[src/rtl/seg_scan_mux.sv]
// Multiplexed 7-segment scan driver. Host writes land in a pending shadow and are
// committed only on the frame wrap, so a frame never shows a mix of old and new digits.
module seg_scan_mux #(
    parameter int NUM_DIGITS     = 4,
    parameter int SCAN_DIV       = 50000,
    parameter int BLANK_CYCLES   = 16,
    parameter int LZ_SUPPRESS    = 0,
    parameter int SEG_ACTIVE_LOW = 1,
    parameter int DIG_ACTIVE_LOW = 1
) (
    input  logic                    clk,
    input  logic                    rst,
    input  logic                    wr_en,
    input  logic [4*NUM_DIGITS-1:0] wr_data,
    input  logic [NUM_DIGITS-1:0]   wr_dp,
    input  logic [NUM_DIGITS-1:0]   wr_blank,
    output logic [7:0]              seg,
    output logic [NUM_DIGITS-1:0]   dig,
    output logic                    upd_pending,
    output logic                    frame_tick
);
    localparam int DW = 4*NUM_DIGITS;
    localparam int CW = $clog2(SCAN_DIV);
    localparam int IW = (NUM_DIGITS > 1) ? $clog2(NUM_DIGITS) : 1;

    logic [CW-1:0]         div_q;
    logic [IW-1:0]         idx_q;
    logic [DW-1:0]         disp_data_q, pend_data_q;
    logic [NUM_DIGITS-1:0] disp_dp_q, pend_dp_q, disp_blank_q, pend_blank_q;
    logic                  upd_q;
    logic [7:0]            seg_q, seg_d;
    logic [NUM_DIGITS-1:0] dig_q, dig_d;

    logic                  frame_wrap, slot_wrap, guard, run, sup;
    logic [NUM_DIGITS-1:0] lz_zero;
    logic [3:0]            cur_nib;
    logic                  cur_dp, cur_blank, cur_lz;
    logic [7:0]            seg_lit;
    logic [NUM_DIGITS-1:0] dig_lit;

    function automatic logic [6:0] dec7(input logic [3:0] n);
        case (n)
            4'h0: dec7 = 7'h3F; 4'h1: dec7 = 7'h06; 4'h2: dec7 = 7'h5B; 4'h3: dec7 = 7'h4F;
            4'h4: dec7 = 7'h66; 4'h5: dec7 = 7'h6D; 4'h6: dec7 = 7'h7D; 4'h7: dec7 = 7'h07;
            4'h8: dec7 = 7'h7F; 4'h9: dec7 = 7'h6F; 4'hA: dec7 = 7'h77; 4'hB: dec7 = 7'h7C;
            4'hC: dec7 = 7'h39; 4'hD: dec7 = 7'h5E; 4'hE: dec7 = 7'h79; default: dec7 = 7'h71;
        endcase
    endfunction

    assign slot_wrap  = (div_q == CW'(SCAN_DIV-1));
    assign frame_wrap = slot_wrap && (idx_q == IW'(NUM_DIGITS-1));
    assign guard      = (BLANK_CYCLES > 0) && (div_q < CW'(BLANK_CYCLES));

    always_comb begin
        // lz_zero[k]: every digit from k upward is zero or blanked, so k is a leading zero
        run       = 1'b1;
        lz_zero   = '0;
        cur_nib   = 4'h0;
        cur_dp    = 1'b0;
        cur_blank = 1'b1;
        cur_lz    = 1'b0;
        for (int k = NUM_DIGITS-1; k >= 0; k--) begin
            run        = run & ((disp_data_q[4*k +: 4] == 4'h0) | disp_blank_q[k]);
            lz_zero[k] = run;
            if (idx_q == IW'(k)) begin
                cur_nib   = disp_data_q[4*k +: 4];
                cur_dp    = disp_dp_q[k];
                cur_blank = disp_blank_q[k];
                cur_lz    = run;
            end
        end
        sup     = (LZ_SUPPRESS != 0) && (idx_q != '0) && cur_lz;
        seg_lit = 8'h00;
        dig_lit = '0;
        if (!guard && !cur_blank) begin
            seg_lit = sup ? {cur_dp, 7'h00} : {cur_dp, dec7(cur_nib)};
            // a suppressed digit still lights its enable when it carries a decimal point
            if (!sup || cur_dp) dig_lit = NUM_DIGITS'(1) << idx_q;
        end
        seg_d = (SEG_ACTIVE_LOW != 0) ? ~seg_lit : seg_lit;
        dig_d = (DIG_ACTIVE_LOW != 0) ? ~dig_lit : dig_lit;
    end

    always_ff @(posedge clk or posedge rst) begin
        if (rst) begin
            div_q        <= '0;
            idx_q        <= '0;
            disp_data_q  <= '0;
            disp_dp_q    <= '0;
            disp_blank_q <= '1;
            pend_data_q  <= '0;
            pend_dp_q    <= '0;
            pend_blank_q <= '1;
            upd_q        <= 1'b0;
            seg_q        <= (SEG_ACTIVE_LOW != 0) ? 8'hFF : 8'h00;
            dig_q        <= (DIG_ACTIVE_LOW != 0) ? '1 : '0;
        end else begin
            if (slot_wrap) begin
                div_q <= '0;
                idx_q <= frame_wrap ? '0 : idx_q + 1'b1;
            end else begin
                div_q <= div_q + 1'b1;
            end
            if (wr_en) begin
                pend_data_q  <= wr_data;
                pend_dp_q    <= wr_dp;
                pend_blank_q <= wr_blank;
            end
            if (frame_wrap) begin
                upd_q <= 1'b0;
                if (wr_en) begin
                    disp_data_q  <= wr_data;
                    disp_dp_q    <= wr_dp;
                    disp_blank_q <= wr_blank;
                end else if (upd_q) begin
                    disp_data_q  <= pend_data_q;
                    disp_dp_q    <= pend_dp_q;
                    disp_blank_q <= pend_blank_q;
                end
            end else if (wr_en) begin
                upd_q <= 1'b1;
            end
            seg_q <= seg_d;
            dig_q <= dig_d;
        end
    end

    assign seg         = seg_q;
    assign dig         = dig_q;
    assign upd_pending = upd_q;
    assign frame_tick  = frame_wrap;
endmodule

[config.mk]
export PLATFORM = sky130hd
export DESIGN_NAME = seg_scan_mux
export DESIGN_NICKNAME = d
export VERILOG_FILES = /design/src/rtl/seg_scan_mux.sv
export SDC_FILE = /design/constraint.sdc
export NUM_CORES = 1
export LEC_CHECK = 0
export BUFFER_PORTS_ARGS = -buffer_cell sky130_fd_sc_hd__buf_4
export CAP_MARGIN = 20
export CORE_ASPECT_RATIO = 0.7
export CORE_UTILIZATION = 45
export CTS_BUF_LIST = sky130_fd_sc_hd__clkbuf_16
export CTS_CLUSTER_SIZE = 25
export DETAILED_ROUTE_END_ITERATION = 10
export GPL_TIMING_DRIVEN = 0
export PLACE_DENSITY_LB_ADDON = 0.15
export SETUP_SLACK_MARGIN = 0.02
export SYNTH_ARGS = -nofsm -noshare
export SYNTH_HDL_FRONTEND = slang
export SYNTH_SLANG_ARGS = --single-unit
[constraint.sdc]
create_clock -name clk -period 2.2 [get_ports clk]
set_input_delay 0.22 -clock clk [delete_from_list [all_inputs] [get_ports clk]]
set_output_delay 0.22 -clock clk [all_outputs]
set_load 0.01 [all_outputs]
==> reports/qor.csv <==
metric,value,unit
status,"finished, violations left",
failing checks,negative setup slack,
CP Cell Sequence,"nor4_2, nand2_1, or4_4, or3_4, buf_12, mux2_4",
HP Start,wr_data[12],
die span in x,109,µm
Tmin final,2.23,ns
CP Launch Type,flip-flop,
worst hold path class,input port to flip-flop,
relative slew slack,65.9,%
Max Cap Violations,0,
Max Transition Viols Final,0,
GRT met3 Usage,5.95,%
synth-to-layout area growth,32.6,%
CP required,2.42,ns
Starting Density,48.1,%
CP max FO,10,
CTS max path bufs,2,
CORE AREA,0.00755,mm²
XOR/XNOR share of the synthesized area,3.38,%
DR iter-0 viols,145,
post-route setup TNS,-0.351,ns
ys flop type,dfrtp_1,
gr usage total,19.6,%
"Design Area, Final",0.00482,mm²
pin count of the biggest net entering global routing,44,
antenna violations before repair,0,
critical path type,flip-flop to flip-flop,
Clock Tree Root,clkbuf_16,
diodes inserted,0,
IO Pins,41,
DP HPWL,4.99,mm
reg2reg path depth,6,
syn avg cell area,12.7,µm²
final hold vios,0,
TritonCTS clock tree,built,
total clock sinks,79,
R2R setup slack,-0.03,ns
Vias per Instance,5.24,
layout cells sized above 1,51.7,%
"EDFF count, synth",0,
Post-Syn Area,0.00363,mm²
Worst Slack Setup Final,-0.0307,ns
Synth Area in Adders,3.79,%
total CTS buffers,9,
Final ANT Viol Nets,0,
routed len/inst,16.1,µm
Final nets,395,
reg-to-reg critical path endpoint,disp_data_q[0],
DRT Wirelength,7.38,mm
slew of the pin with the lowest slew margin,0.511,ns
Leak,2.19,nW
TritonRoute pass-1 iters,4,
fin crit share,101,%
Top Usage Layer GRT,met1,
simple-gate share of the synthesized area,11.4,%
"Setup violations, final",16,
vias in the first global route,2386,
Overflow after GRT,0,
Max Clock Skew,0.00505,ns
Synth cell types,41,
utilization after layout,63.8,%
Yosys top cell by area,dfrtp_1,
global-route wire length before repair,12.2,mm
RSZ-0062 raised after global routing,yes,
critical path data arrival time,2.45,ns
latest clock arrival within the worst-skew pair,0.33,ns
asr flop ratio synth,100,%
input/output buffers,39,
sequential area share after synthesis,55.1,%
Slowest cell on crit path,or4_4,
num rows,26,
routability cong.,0.779,
met2 usage,26.4,%
Critical Path Max Stage Delay,0.43,ns
most frequent cells in the layout,"buf_4 (61), dfrtp_1 (57), mux2_2 (29)",
power density over cell area,717,mW/mm²
Synth area leaders,"dfrtp_1 (41%), dfstp_2 (14%), mux2_2 (9.0%)",
"Cell Area, Placed",0.00413,mm²
main combinational cell family by area after synthesis,multiplexers,
Syn. warnings,0,
Max Freq,448,MHz
worst reg2reg startpoint,div_q[12],
Synth Area in Compound Gates,5.20,%
Worst setup EP type,flip-flop,
worst vdd ir,0.000418,V
post-synthesis mux area share,17.3,%
Synth top area share,40.7,%
Clock transition at path regs,0.06,ns
die extent in y,77.2,µm
H-tree depth,3,
crit path capture,disp_data_q[0],
grt met1 use,29.1,%
Post-Syn Nets,324,
DRC Markers,0,
Synth Instances,286,
DR vias,2411,
"most common cell after layout, fill and taps aside",buf_4,
Seq cells post-synth,79,
worst hold margin,0.141,ns
Die Footprint,0.00844,mm²
Worst Hold Depth,2,
crit path from,div_q[12],
==> sequential cells by signal, summed over array words and instances (netlist names) <==
name          flops
dig               4
disp_blank_q      4
disp_data_q      16
disp_dp_q         4
div_q            16
idx_q             2
pend_blank_q      4
pend_data_q      16
pend_dp_q         4
seg               8
upd_pending       1
==> where the power goes <==
part,internal [mW],switching (mW),leakage [nW]
clock,1.02,0.601,0.162
combinational,0.143,0.118,1.08
sequential,1.54,0.0260,0.955
total,2.71,0.745,2.19
==> cells by family (layout without fill, tap and decap cells) <==
kind of cell,count (synthesis),count (layout)
compound gates,26,26
mux,49,49
flops,79,79
xor+xnor,14,14
simple gates,85,85
buf+inv,22,98
fa+ha+maj,11,11
==> worst max-delay path: cells and delay by family, from the launching register on <==
family / cells / cell delay (ns)
and+or+nand+nor: 4 / 1.24
DFF: 1 / 0.40
muxes: 1 / 0.29
buffers and inverters: 1 / 0.17
==> metal layers <==
layer  part of all wire (%)  vias to the layer above
met2                     43                       57
met4                    1.5                        0
met3                    4.5                       10
li1                       -                     1143
met5                      0                        -
met1                     51                     1201
==> worst min-delay path by stage <==
stage / slack [ns] / to
after floorplan: 0.39 / pend_data_q[11]
after global placement: 0.48 / pend_data_q[1]
after detailed placement: 0.30 / div_q[8]
after CTS: 0.13 / pend_dp_q[3]
after global routing: 0.13 / pend_dp_q[3]
final: 0.14 / pend_data_q[12]
==> cell type report <==
type / instances / area (µm²)
fillers: 588 / 2730
flip-flops and latches: 79 / 2000
multi-input cells: 185 / 1690
repair buffers: 62 / 493
clock buffers: 11 / 275
plain buffers: 10 / 125
well taps: 98 / 123
clock inverters: 5 / 60.1
inverters: 10 / 46.3
==> per-stage QoR <==
| stage | setup WS [ns] | instances | total power, mW |
|---|---|---|---|
| 2_1_floorplan | -0.0344 | 286 | 1.74 |
| 3_3_place_gp | -0.399 | 423 | 1.83 |
| 3_5_place_dp | -0.465 | 425 | 1.85 |
| 4_1_cts | -0.0398 | 455 | 3.49 |
| 5_1_grt | -0.104 | 460 | 3.59 |
| 6_report | -0.0307 | 460 | 3.45 |
==> synthesized netlist by cell type (2+ instances only) <==
library cell	n
o211ai_1	3
nor2b_1	4
ha_1	11
nand4_1	5
o21ai_0	5
mux2_2	29
o311ai_0	3
buf_12	2
buf_4	2
or3_1	2
nand2_1	25
o221ai_1	2
a211oi_1	2
nand3_1	7
or4_1	2
clkbuf_1	6
xnor2_1	5
a311oi_1	2
nor3b_1	2
mux2_4	20
xor2_1	9
nand2b_1	2
nor4_1	3
a21oi_1	2
nor2_1	20
nand3b_1	3
nor3_1	4
buf_6	2
inv_1	10
dfrtp_1	59
a21boi_0	2
and3_1	3
dfstp_2	20
==> what timing repair did <==
item / 4_1_cts / 5_1_grt
endpoints found under the setup margin: 36 / 46
hold endpoints to repair: 24 / 0
hold buffers: 1 / 0
pin swaps: 12 / 7
gates resized for setup: 37 / 19
buffers inserted: 14 / 6
Power figures use the tool's default switching activity.
